$ cat src/rtl/spis_dma_write_arb_if.sv
// Write-port bundle between N burst DMA requesters, the arbiter and qpimem_arb.
// The arbiter connects through the slave modport; requesters and memory use master.
interface spis_dma_write_arb_if #(
   parameter int N_REQ = 2
);
   logic [N_REQ-1:0]    req_do_write;
   logic [N_REQ-1:0]    req_next_word;
   logic [32*N_REQ-1:0] req_addr;
   logic [32*N_REQ-1:0] req_wdata;
   logic                qpimem_arb_do_write;
   logic                qpimem_arb_next_word;
   logic [31:0]         qpimem_arb_addr;
   logic [31:0]         qpimem_arb_wdata;
   logic [N_REQ-1:0]    grant;
   logic                busy;

   modport slave (
      input  req_do_write, req_addr, req_wdata, qpimem_arb_next_word,
      output req_next_word, qpimem_arb_do_write, qpimem_arb_addr, qpimem_arb_wdata,
      grant, busy
   );

   modport master (
      output req_do_write, req_addr, req_wdata, qpimem_arb_next_word,
      input  req_next_word, qpimem_arb_do_write, qpimem_arb_addr, qpimem_arb_wdata,
      grant, busy
   );
endinterface

$ cat src/rtl/spis_dma_write_arb.sv
// Round-robin burst arbiter sharing the qpimem_arb write port among N_REQ DMA writers.
// Optional macro SPIS_DMA_ARB_PRIO0_EN gives requester 0 absolute priority in IDLE.
module spis_dma_write_arb #(
   parameter int N_REQ        = 2,
   parameter int DRAIN_CYCLES = 2
) (
   input logic                 clk,
   input logic                 reset,
   spis_dma_write_arb_if.slave bus
);
   localparam int IDX_W = (N_REQ > 1) ? $clog2(N_REQ) : 1;

   typedef enum logic [1:0] {
      IDLE  = 2'd0,
      GRANT = 2'd1,
      DRAIN = 2'd2
   } state_t;

   state_t           state, state_nxt;
   logic [IDX_W-1:0] g_idx, g_idx_nxt;
   logic [IDX_W-1:0] last_ptr, last_ptr_nxt;
   logic [IDX_W-1:0] win_idx;
   logic             win_found;
   logic [3:0]       drain_cnt, drain_cnt_nxt;
   logic [N_REQ-1:0] grant_r, grant_nxt;

   // Walk from the farthest candidate back to last_ptr+1 so the nearest set bit wins.
   always_comb begin
      logic [IDX_W-1:0] cand;
      win_found = 1'b0;
      win_idx   = '0;
      cand      = '0;
      for (int k = N_REQ; k >= 1; k--) begin
         cand = IDX_W'((int'(last_ptr) + k) % N_REQ);
         if (bus.req_do_write[cand]) begin
            win_found = 1'b1;
            win_idx   = cand;
         end
      end
`ifdef SPIS_DMA_ARB_PRIO0_EN
      if (bus.req_do_write[0]) begin
         win_found = 1'b1;
         win_idx   = '0;
      end
`endif
   end

   always_ff @(posedge clk) begin
      if (reset) begin
         state     <= IDLE;
         g_idx     <= '0;
         last_ptr  <= IDX_W'(N_REQ - 1);
         drain_cnt <= '0;
         grant_r   <= '0;
      end else begin
         state     <= state_nxt;
         g_idx     <= g_idx_nxt;
         last_ptr  <= last_ptr_nxt;
         drain_cnt <= drain_cnt_nxt;
         grant_r   <= grant_nxt;
      end
   end

   always_comb begin
      state_nxt     = state;
      g_idx_nxt     = g_idx;
      last_ptr_nxt  = last_ptr;
      drain_cnt_nxt = drain_cnt;
      grant_nxt     = grant_r;
      case (state)
         IDLE: begin
            if (win_found) begin
               state_nxt          = GRANT;
               g_idx_nxt          = win_idx;
               last_ptr_nxt       = win_idx;
               grant_nxt          = '0;
               grant_nxt[win_idx] = 1'b1;
            end
         end
         GRANT: begin
            if (!bus.req_do_write[g_idx]) begin
               drain_cnt_nxt = 4'(DRAIN_CYCLES);
               state_nxt     = DRAIN;
            end
         end
         DRAIN: begin
            if (drain_cnt <= 4'd1) begin
               state_nxt = IDLE;
               grant_nxt = '0;
            end else begin
               drain_cnt_nxt = drain_cnt - 4'd1;
            end
         end
         default: begin
            state_nxt = IDLE;
            grant_nxt = '0;
         end
      endcase
   end

   // Mux and next_word routing stay on the owner through DRAIN; do_write only in GRANT.
   always_comb begin
      bus.qpimem_arb_do_write = 1'b0;
      bus.qpimem_arb_addr     = '0;
      bus.qpimem_arb_wdata    = '0;
      bus.req_next_word       = '0;
      if (state != IDLE) begin
         bus.qpimem_arb_addr      = bus.req_addr[32*g_idx +: 32];
         bus.qpimem_arb_wdata     = bus.req_wdata[32*g_idx +: 32];
         bus.req_next_word[g_idx] = bus.qpimem_arb_next_word;
      end
      if (state == GRANT && !reset) begin
         bus.qpimem_arb_do_write = bus.req_do_write[g_idx];
      end
   end

   assign bus.grant = grant_r;
   assign bus.busy  = (state != IDLE);

endmodule

$ cat src/flat_wrapper.sv
// flat-port wrapper written by rule: the top's interface ports become plain ports
module spis_dma_write_arb_flat 
#(
   parameter int N_REQ        = 2,
   parameter int DRAIN_CYCLES = 2
)
  (clk, reset, bus_req_do_write, bus_req_addr, bus_req_wdata, bus_qpimem_arb_next_word, bus_req_next_word, bus_qpimem_arb_do_write, bus_qpimem_arb_addr, bus_qpimem_arb_wdata, bus_grant, bus_busy);
  spis_dma_write_arb_if #(.N_REQ(N_REQ)) bus_i ();
  input logic clk;
  input logic reset;
  input wire logic [$bits(bus_i.req_do_write)-1:0] bus_req_do_write;
  input wire logic [$bits(bus_i.req_addr)-1:0] bus_req_addr;
  input wire logic [$bits(bus_i.req_wdata)-1:0] bus_req_wdata;
  input wire logic [$bits(bus_i.qpimem_arb_next_word)-1:0] bus_qpimem_arb_next_word;
  output wire logic [$bits(bus_i.req_next_word)-1:0] bus_req_next_word;
  output wire logic [$bits(bus_i.qpimem_arb_do_write)-1:0] bus_qpimem_arb_do_write;
  output wire logic [$bits(bus_i.qpimem_arb_addr)-1:0] bus_qpimem_arb_addr;
  output wire logic [$bits(bus_i.qpimem_arb_wdata)-1:0] bus_qpimem_arb_wdata;
  output wire logic [$bits(bus_i.grant)-1:0] bus_grant;
  output wire logic [$bits(bus_i.busy)-1:0] bus_busy;
  assign bus_i.req_do_write = bus_req_do_write;
  assign bus_i.req_addr = bus_req_addr;
  assign bus_i.req_wdata = bus_req_wdata;
  assign bus_i.qpimem_arb_next_word = bus_qpimem_arb_next_word;
  assign bus_req_next_word = bus_i.req_next_word;
  assign bus_qpimem_arb_do_write = bus_i.qpimem_arb_do_write;
  assign bus_qpimem_arb_addr = bus_i.qpimem_arb_addr;
  assign bus_qpimem_arb_wdata = bus_i.qpimem_arb_wdata;
  assign bus_grant = bus_i.grant;
  assign bus_busy = bus_i.busy;
  spis_dma_write_arb #(.N_REQ(N_REQ), .DRAIN_CYCLES(DRAIN_CYCLES)) u_core (.clk(clk), .reset(reset), .bus(bus_i));
endmodule
$ cat config.mk
export PLATFORM = sky130hd
export DESIGN_NAME = spis_dma_write_arb_flat
export DESIGN_NICKNAME = d
export VERILOG_FILES = /design/src/rtl/spis_dma_write_arb_if.sv /design/src/rtl/spis_dma_write_arb.sv /design/src/flat_wrapper.sv
export SDC_FILE = /design/constraint.sdc
export NUM_CORES = 1
export LEC_CHECK = 0
export ABC_AREA = 0
export CAP_MARGIN = 5
export CORE_UTILIZATION = 26
export CTS_BUF_LIST = sky130_fd_sc_hd__clkbuf_16
export CTS_CLUSTER_SIZE = 24
export DETAILED_ROUTE_END_ITERATION = 6
export PLACE_DENSITY = 0.79
export SETUP_SLACK_MARGIN = 0.4
export SLEW_MARGIN = 20
export SYNTH_ARGS = -nofsm -noshare
export SYNTH_HDL_FRONTEND = slang
export SYNTH_SLANG_ARGS = --single-unit
$ cat constraint.sdc
create_clock -name clk -period 2.4 [get_ports clk]
set_clock_uncertainty 0.05 [all_clocks]
set_input_delay 0.36 -clock clk [delete_from_list [all_inputs] [get_ports clk]]
set_output_delay 0.36 -clock clk [all_outputs]
set_load 0.05 [all_outputs]
Word-level counts from Yosys, hierarchy flattened --
Cells that the tools add are included.
Cells by class: equal/unequal tests 6, mux-type cells 27, bitwise operators 2, $add $sub $neg 3, magnitude comparators 7, reductions and logical operators 11, shifts and indexed selects 2
Operators by type and width (count):
- $shiftx A64 B7 Y32 | 2
- $mux W32 | 2
- $mux W1 | 13
- $pmux W2 S3 | 2
- $mux W2 | 5
- $reduce_and A3 Y1 | 3
- $lt A1 B2 Y1 const B | 4
- $mux W4 | 2
- $pmux W4 S2 | 1
- $le A4 B1 Y1 const B | 1
- $ne A2 B1 Y1 const B | 2
- $ne A2 B2 Y1 const B | 2
- $reduce_bool A2 Y1 | 2
- $sub A4 B1 Y4 const B | 1
- $logic_and A1 B1 Y1 | 3
- $add A1 B1 Y1 const B | 2
- $and A2 B2 Y2 | 1
- $demux W1 S1 | 2
- $eq A2 B1 Y1 const B | 1
- $eq A2 B2 Y1 const B | 1
- $ge A1 B1 Y1 const B | 2
- $logic_not A2 Y1 | 1
- $reduce_and A2 Y1 | 1
- $logic_not A1 Y1 | 1
- $not A1 Y1 | 1
Word-level totals: output and inout port bits 70, bits of input ports 133, bits in registers 10

Depth between registers and ports, before layout --
Gate-level depths: netlist (run 1).
word-level depth 11, mapped depth 6, depth with buffers taken out 6

Least setup slack after synthesis (run 1) --
Ideal clock, no wire load.
kind flip-flop to output port, from register u_core.state[0], to output bus_req_next_word[0], buffers on the path 1, arrival 2021 ps, required time 1990 ps, slack -31 ps, stages on the path, launching flop included 5, cell sequence dfxtp_1 inv_1 ha_1 clkbuf_1 nor3b_1
On the way: word-level cells in the longest chain between the ends 2
RTL lines:
- start: declaration | line spis_dma_write_arb.sv:19 | state_t state, state_nxt;
- start signal: assignment | line spis_dma_write_arb.sv:56 | state <= state_nxt;
- $reduce_bool A2 Y1 | line spis_dma_write_arb.sv:107 | if (state != IDLE) begin
- $mux W2 | line spis_dma_write_arb.sv:107
- end: declaration | line flat_wrapper.sv:15 | output wire logic [$bits(bus_i.req_next_word)-1:0] bus_req_next_word;
No other way between the ends.

Worst setup path after layout (run 1) --
from register u_core.state[0], to output bus_qpimem_arb_wdata[1]
On the way: word-level cells in the longest chain between the ends 2
RTL lines:
- $reduce_bool A2 Y1 | line spis_dma_write_arb.sv:107
- $mux W32 | line spis_dma_write_arb.sv:107
- end: declaration | line flat_wrapper.sv:18 | output wire logic [$bits(bus_i.qpimem_arb_wdata)-1:0] bus_qpimem_arb_wdata;
No other way between the ends.

==> results.md, run 1 <==
* Largest cells by area after synthesis: sky130_fd_sc_hd__mux2i_1 41%, sky130_fd_sc_hd__nor2_1 16%, sky130_fd_sc_hd__dfxtp_1 13%
* CP startpoint kind: register
* Total number of placement rows at 28
* Main synth FF type: sky130_fd_sc_hd__dfxtp_1
* Final Slew Violations at 0
* Std-Cell Core Area at 5890 sq um
* Final-report hold violation count at 0
* RSZ-0062 raised after global routing: yes
* Number of design rule violations left after detail routing at 0
* Antenna Cells at 0
* Biggest fanout along the worst timing path at between 40 and 50
* Residual antenna-violating net count after detailed routing at 0
* Actual transition at the worst max-transition pin at between 500 and 600 ps
* Inserted Clock Buffers at 3
* Xor-xnor portion of the synthesized cell area at 0%
* Count of input and output buffers at between 200 and 250
* Average routed wire per standard cell at approximately 16 um
* Clock insertion delay at the later pin of the skew report at roughly 240 ps
* Final number of setup-violating endpoints at 0
* Largest family of logic cells by synthesized area: multiplexers
* 1st-iter DRT viols at 49
* CP delay by family, top: buffers and inverters
* Post-route standard cell area excluding fillers at a little under 4000 sq um
* Detailed-route via count at 2312
* Number of nets in the layout at ~550
* Root Buffer Master: sky130_fd_sc_hd__clkbuf_16
* Number of standard cells in the final layout excluding fillers at 486
* Number of warnings issued by yosys at 0
* Fraction of post-synthesis cell area in the top cell type by area at 40.5%
* Count of maximum capacitance violations at 0
* Routability congestion estimate at 0.854
* Worst hold slack at around 430 ps
* Die ar. at approximately 6400 sq um
* Mean number of vias per cell at around 4.8
* Total I/O pin count at around 200
* Clock tree from TritonCTS: built
* Number of instances in the synthesized netlist at 215
* Req. time, crit path at 1990 ps
* Kind of end point of the critical path: output pin
* Effective utilization at floorplan at roughly 27%
* Multiplexer share of the synthesized area at between 40% and 50%
* Layout area overhead at 149%
* Iteration count of the initial detailed-routing pass at 4
* Distinct cell type count of the synthesized netlist at 33
* Synthesized-area fraction occupied by adder cells at about 4.8%
* Worst hold path class: reg -> reg
* Layout cells sized above 1 at between 20 and 25%
* Number of antenna violations at the first check in global routing at 1
* Overall Global Routing Usage at between 20 and 25%
* Dominant cell type by area after synthesis: sky130_fd_sc_hd__mux2i_1
* Worst EP arrival at 1500 ps
* Share of the clock period used by the worst path at between 70% and 80%
* Placed Area at ~3800 sq um
* Number of flops mapped to enable cells by yosys at 0
* Sum of routed wire length over all layers at around 7.8 mm
* Peak ir drop on the vdd network at roughly 0.49 mV
* P_leak at approximately 1.6 nW
* Number of H-tree levels at 1
* CTS clock-pin slew for the worst setup and hold paths at 40 ps
* Global-route wire length before repair at 11.3 mm
* Critical-path cell list: inv_1, ha_4, buf_12, nor2_1, buf_12
* Sum of negative setup slack at 0 ps
* Area fraction in compound gates after synthesis at 10.8%
* Power per cell area at about 730 nW/um^2
* Cell with the most instances after synthesis: sky130_fd_sc_hd__nor2_1
* Most frequent cells after synthesis: 66 x sky130_fd_sc_hd__nor2_1, 64 x sky130_fd_sc_hd__mux2i_1, 10 x sky130_fd_sc_hd__dfxtp_1
* Final critical-path required period at about 1900 ps
* HPWL after detailed placement at approximately 6.3 mm
* Async set-or-reset flop fraction in the synthesized netlist at 0%
* Per-instance average area after synthesis at 7.35 sq um
* Result of the run: complete, no violations
* Leftover overflow at the end of global routing at 0
* Simple-gate share of the synthesized area at between 20% and 30%
* Path type of the worst setup path: reg -> out
* Top achievable clock speed at about 520 MHz
* Sequential cell area fraction in the yosys report at approximately 13%
* Number of synthesized register bits at 10
* Relative slew slack at about 61%
* Combined area of all synthesized cells at about 1600 sq um
* CP dominant cell by count: sky130_fd_sc_hd__buf_12
* Critical path buffers and inverters at 3
* Worst path max stage delay at roughly 360 ps
* Die Height at around 80 um
* Total number of clock tree sinks at 10
* Pin count of the biggest net entering global routing at 44
* Final design utilization at 66.8%
* Via count of the first global-routing pass at 2233
* Buffer levels on the longest clock path at 2
* Die boundary width at approximately 80 um
* Number of placed instances, taps included at between 400 and 500
* Net count of the mapped netlist at 354
* Cell at the slowest stage of the critical path: sky130_fd_sc_hd__dfxtp_1
cells by family after synthesis:
| group | count (synthesis) |
|---|---|
| buffers and inverters | 23 |
| flip-flops | 10 |
| multiplexers | 65 |
| adder cells (fa/ha/maj) | 6 |
| AND/OR/NAND/NOR | 89 |
| AO/OA/AOI/OAI | 22 |
worst min-delay path: cells and delay by family, from the launching register on:
family | cells | cell delay [ps]
DFF | 1 | 310
AOI/OAI and AO/OA | 2 | 120
layout by cell type (no fill, tap or decap), types with 5 or more instances in the layout:
cell type                         count
sky130_fd_sc_hd__nand2_1              6
sky130_fd_sc_hd__clkdlybuf4s50_1    132
sky130_fd_sc_hd__dfxtp_1              9
sky130_fd_sc_hd__buf_6                7
sky130_fd_sc_hd__nor2_1              60
sky130_fd_sc_hd__buf_12              22
sky130_fd_sc_hd__a21oi_1              6
sky130_fd_sc_hd__mux2i_1             64
sky130_fd_sc_hd__o31ai_1              5
sky130_fd_sc_hd__inv_1                8
sky130_fd_sc_hd__nor2_2               7
sky130_fd_sc_hd__buf_4               45
what timing repair did:
item                                    4_1_cts  5_1_grt
hold buffers                                  0        0
gates cloned                                  0        0
pin swaps                                     0        1
buffers inserted                              1        0
endpoints found under the setup margin       58       64
endpoints found under the hold margin         0        0
gates resized for setup                       2       18
registers in the layout (all words and copies together), names as in the netlist:
signal            count
u_core.bus.grant      2
u_core.drain_cnt      4
u_core.g_idx          1
u_core.last_ptr       1
u_core.state          2
path summary, 6_finish.rpt:
kind	slack [ps]	endpoint	from	depth (start not counted)
setup / recovery	490	bus_qpimem_arb_wdata[1]	u_core.state[0]	5
hold / removal	430	u_core.bus.grant[0]	u_core.bus.grant[0]	2
setup reg to reg	550	u_core.bus.grant[0]	u_core.drain_cnt[0]	6
hold reg to reg	430	u_core.bus.grant[0]	u_core.bus.grant[0]	2
metal layers:
| metal | up-vias | GRT usage [%] | wire length (um) | part of all wire [%] |
|---|---|---|---|---|
| met5 | - | 0 | 13 | 0.17 |
| met4 | 2 | 7.32 | 162 | 2.1 |
| met3 | 17 | 8.46 | 778 | 10 |
| met2 | 116 | 41.6 | 3930 | 51 |
| met1 | 1035 | 24.9 | 2890 | 37 |
| li1 | 1142 | - | - | - |
cell type report:
class | instances | area (sq um)
repair buffers | 208 | 2200
fillers | 482 | 1950
multi-input cells | 182 | 1330
flip-flops and latches | 10 | 204
well taps | 75 | 93.8
clock buffers | 3 | 75.1
inverters | 7 | 26.3
clock inverters | 1 | 3.75
per-stage QoR:
stage / total power [mW] / setup WS [ps]
floorplan: 1.58 / 242
global placement: 2.49 / 430
detailed placement: 2.51 / 405
CTS: 2.83 / 417
global route: 3.01 / 384
finish: 2.88 / 486
power by group:
part / total (mW) / switching, mW / internal, mW
registers: 0.224 / 0.0332 / 0.191
logic: 2.36 / 1.41 / 0.943
clock network: 0.298 / 0.0800 / 0.218
Note: power is estimated with default switching activity, not from simulation.
==> run 2: changes to the inputs <==
Settings changed: CORE_UTILIZATION 26 to 23, PLACE_DENSITY 0.79 to 0.74.
Clock period 2.4 ns to 1.7 ns, I/O delays scaled along.
==> run 2 against run 1 <==
The run now ends with design-rule violations, negative setup slack left. Sequential power is 42% higher. Combinational power is 120% higher. Non-clock buffer count is 41 higher. Critical path type unchanged. Largest power group unchanged. Highest routed layer is now met4.
==> results.md, run 2 (synthesized netlist as in run 1, its figures left out) <==
* RSZ-0062 raised after global routing: yes (unchanged)
* Critical-path cell list: buf_12, buf_4, mux2i_2, nor2_4, buf_8 (was inv_1, ha_4, buf_12, nor2_1, buf_12)
* Count of maximum capacitance violations at 0 (unchanged)
* CP delay by family, top: buffers and inverters (unchanged)
* Iteration count of the initial detailed-routing pass at 6 (was 4)
* Total I/O pin count at 203 (unchanged)
* Worst EP arrival at 1560 ps (was 1500 ps)
* CTS clock-pin slew for the worst setup and hold paths at 40 ps (about the same)
* Number of antenna violations at the first check in global routing at 0 (was 1)
* P_leak at 2.11 nW (was 1.62 nW)
* Inserted Clock Buffers at 3 (unchanged)
* Req. time, crit path at 1390 ps (was 1990 ps)
* Path type of the worst setup path: reg -> out (unchanged)
* Biggest fanout along the worst timing path at 6 (was 43)
* Relative slew slack at 65.1% (was 61.1%)
* Count of input and output buffers at 202 (unchanged)
* Via count of the first global-routing pass at 2604 (was 2233)
* Fill cells at 247 (was 482)
* Final WS setup at -165 ps (was 486 ps)
* Share of the clock period used by the worst path at 110%
* Sum of negative setup slack at -3740 ps (was 0 ps)
* Std-Cell Core Area at 6490 sq um (was 5890 sq um)
* Final design utilization at 90.7% (was 66.8%)
* Die boundary width at 84.9 um (was 80.0 um)
* Layout area overhead at 273% (was 149%)
* Cell at the slowest stage of the critical path: sky130_fd_sc_hd__dfxtp_4 (was sky130_fd_sc_hd__dfxtp_1)
* Peak ir drop on the vdd network at 0.946 mV (was 0.491 mV)
* Reg2reg start: u_core.g_idx (was u_core.drain_cnt[0])
* Commonest non-fill, non-tap cell in the layout: sky130_fd_sc_hd__clkdlybuf4s50_1 (unchanged)
* Start point of the critical path: u_core.g_idx (was u_core.state[0])
* CP startpoint kind: register (unchanged)
* Clock insertion delay at the later pin of the skew report at 240 ps (about the same)
* Critical path buffers and inverters at 3 (unchanged)
* Top achievable clock speed at 536 MHz
* Number of H-tree levels at 1 (unchanged)
* Final critical-path required period at between 1500 and 2000 ps
* Die Height at 84.9 um (was 80.0 um)
* Routability congestion estimate at 0.868 (was 0.854)
* HPWL after detailed placement at 6.48 mm (was 6.28 mm)
* Mean number of vias per cell at 5.03 (was 4.76)
* Residual antenna-violating net count after detailed routing at 0 (unchanged)
* Register with the most flip-flops: u_core.drain_cnt (unchanged)
* Kind of end point of the critical path: output pin (unchanged)
* Power per cell area at 1030 nW/um^2 (was 732 nW/um^2)
* Buffer levels on the longest clock path at 2 (unchanged)
* Worst path max stage delay at 400 ps (was 360 ps)
* Final-report hold violation count at 0 (unchanged)
* Final number of setup-violating endpoints at 65 (was 0)
* Worst hold path class: reg -> reg (unchanged)
* Total number of placement rows at 29 (was 28)
* Actual transition at the worst max-transition pin at 523 ps (was 579 ps)
* Average routed wire per standard cell at 21.5 um (was 16.0 um)
* Leftover overflow at the end of global routing at 0 (unchanged)
* Result of the run: finished, violations left (was complete, no violations)
* 1st-iter DRT viols at 98 (was 49)
* Highest-count cells in the layout ignoring fill and taps: 129 x sky130_fd_sc_hd__clkdlybuf4s50_1, 66 x sky130_fd_sc_hd__nor2_4, 35 x sky130_fd_sc_hd__buf_6 (was 132 x sky130_fd_sc_hd__clkdlybuf4s50_1, 64 x sky130_fd_sc_hd__mux2i_1, 60 x sky130_fd_sc_hd__nor2_1)
* Root Buffer Master: sky130_fd_sc_hd__clkbuf_16 (unchanged)
* Violations in the final reports: design-rule violations, negative setup slack
* Clock tree from TritonCTS: built (unchanged)
* Global-route wire length before repair at 13.2 mm (was 11.3 mm)
* Flip-flop count of the largest register after layout at 4 (unchanged)
* Detailed-route via count at 2660 (was 2312)
* Overall Global Routing Usage at 23.1% (about the same)
* Number of nets in the layout at 592 (was 551)
* Antenna Cells at 0 (unchanged)
* Total number of clock tree sinks at 10 (unchanged)
* Effective utilization at floorplan at 24.3% (was 26.8%)
* Final Slew Violations at 0 (unchanged)
* Worst hold slack at 472 ps (was 430 ps)
* Pin count of the biggest net entering global routing at 28 (was 44)
* Number of design rule violations left after detail routing at 15 (was 0)
* Total of hold buffers inserted after clock tree synthesis at 0 (unchanged)
* Layout cells sized above 1 at 63.5% (was 22.4%)
* Die ar. at 7210 sq um (was 6390 sq um)
* Hold path startpoint: u_core.bus.grant[1] (was u_core.bus.grant[0])
* Sum of routed wire length over all layers at 11.4 mm (was 7.77 mm)
[run 2: cell types whose count changed in the layout (fill, tap and decap cells not counted), sizes merged]
cell / change
buf: +38
clkbuf: +5
clkdlybuf4s50: -3
clkinv: +1
clkinvlp: +1
dlygate4sd2: +2
dlymetal6s2s: -1
inv: -2
[run 2: metal layers]
metal	part of all wire (%)	vias to the layer above	track usage, %
met1	35	1265	26.0
met4	3.1	0	4.93
met3	6.3	29	3.89
li1	-	1238	-
met2	55	128	45.2
met5	0	-	0
[run 2: stage by stage]
step	setup slack (ps)	cells	total power [mW]	instance area [sq um]
3_5_place_dp	-97.5	498	4.30	4480
2_1_floorplan	84.1	215	3.11	2370
4_1_cts	-66.0	519	5.29	5100
5_1_grt	-240	529	6.26	5890
6_report	-165	529	6.06	5890
3_3_place_gp	-14.0	498	4.27	4480
[run 2: what timing repair did]
| action | 4_1_cts | 5_1_grt |
|---|---|---|
| setup buffers | 16 | 4 |
| gates resized for setup | 91 | 119 |
| endpoints found under the setup margin | 76 | 77 |
| cloned | 1 | 6 |
| pin swaps | 14 | 15 |
[run 2: cell type report]
type | count | area (sq um) | share of cell area [%]
repair buffers | 249 | 2950 | 50.0
multi-input cells | 182 | 2510 | 42.7
flip-flops and latches | 10 | 214 | 3.63
well taps | 77 | 96.3 | 1.63
clock buffers | 3 | 75.1 | 1.27
inverters | 7 | 40.0 | 0.679
clock inverters | 1 | 3.75 | 0.0637
[run 2: power by group]
part / switching, mW / total, mW / internal, mW
clock: 0.116 / 0.425 / 0.309
combinational: 2.86 / 5.31 / 2.46
sequential: 0.0451 / 0.318 / 0.273
[run 2: path summary, 6_finish.rpt]
check | endpoint | slack (ps) | cells after the start
worst max-delay path | bus_qpimem_arb_wdata[30] | -160 | 5
worst min-delay path | u_core.bus.grant[1] | 470 | 2
worst max register to register | u_core.drain_cnt[0] | -160 | 8
worst min register to register | u_core.bus.grant[1] | 470 | 2
[run 2: tightest hold or removal path, stage by stage, from the launching register on]
cell and delay [ps]:
sky130_fd_sc_hd__dfxtp_1 330, sky130_fd_sc_hd__o31ai_2 80, sky130_fd_sc_hd__a21oi_2 60
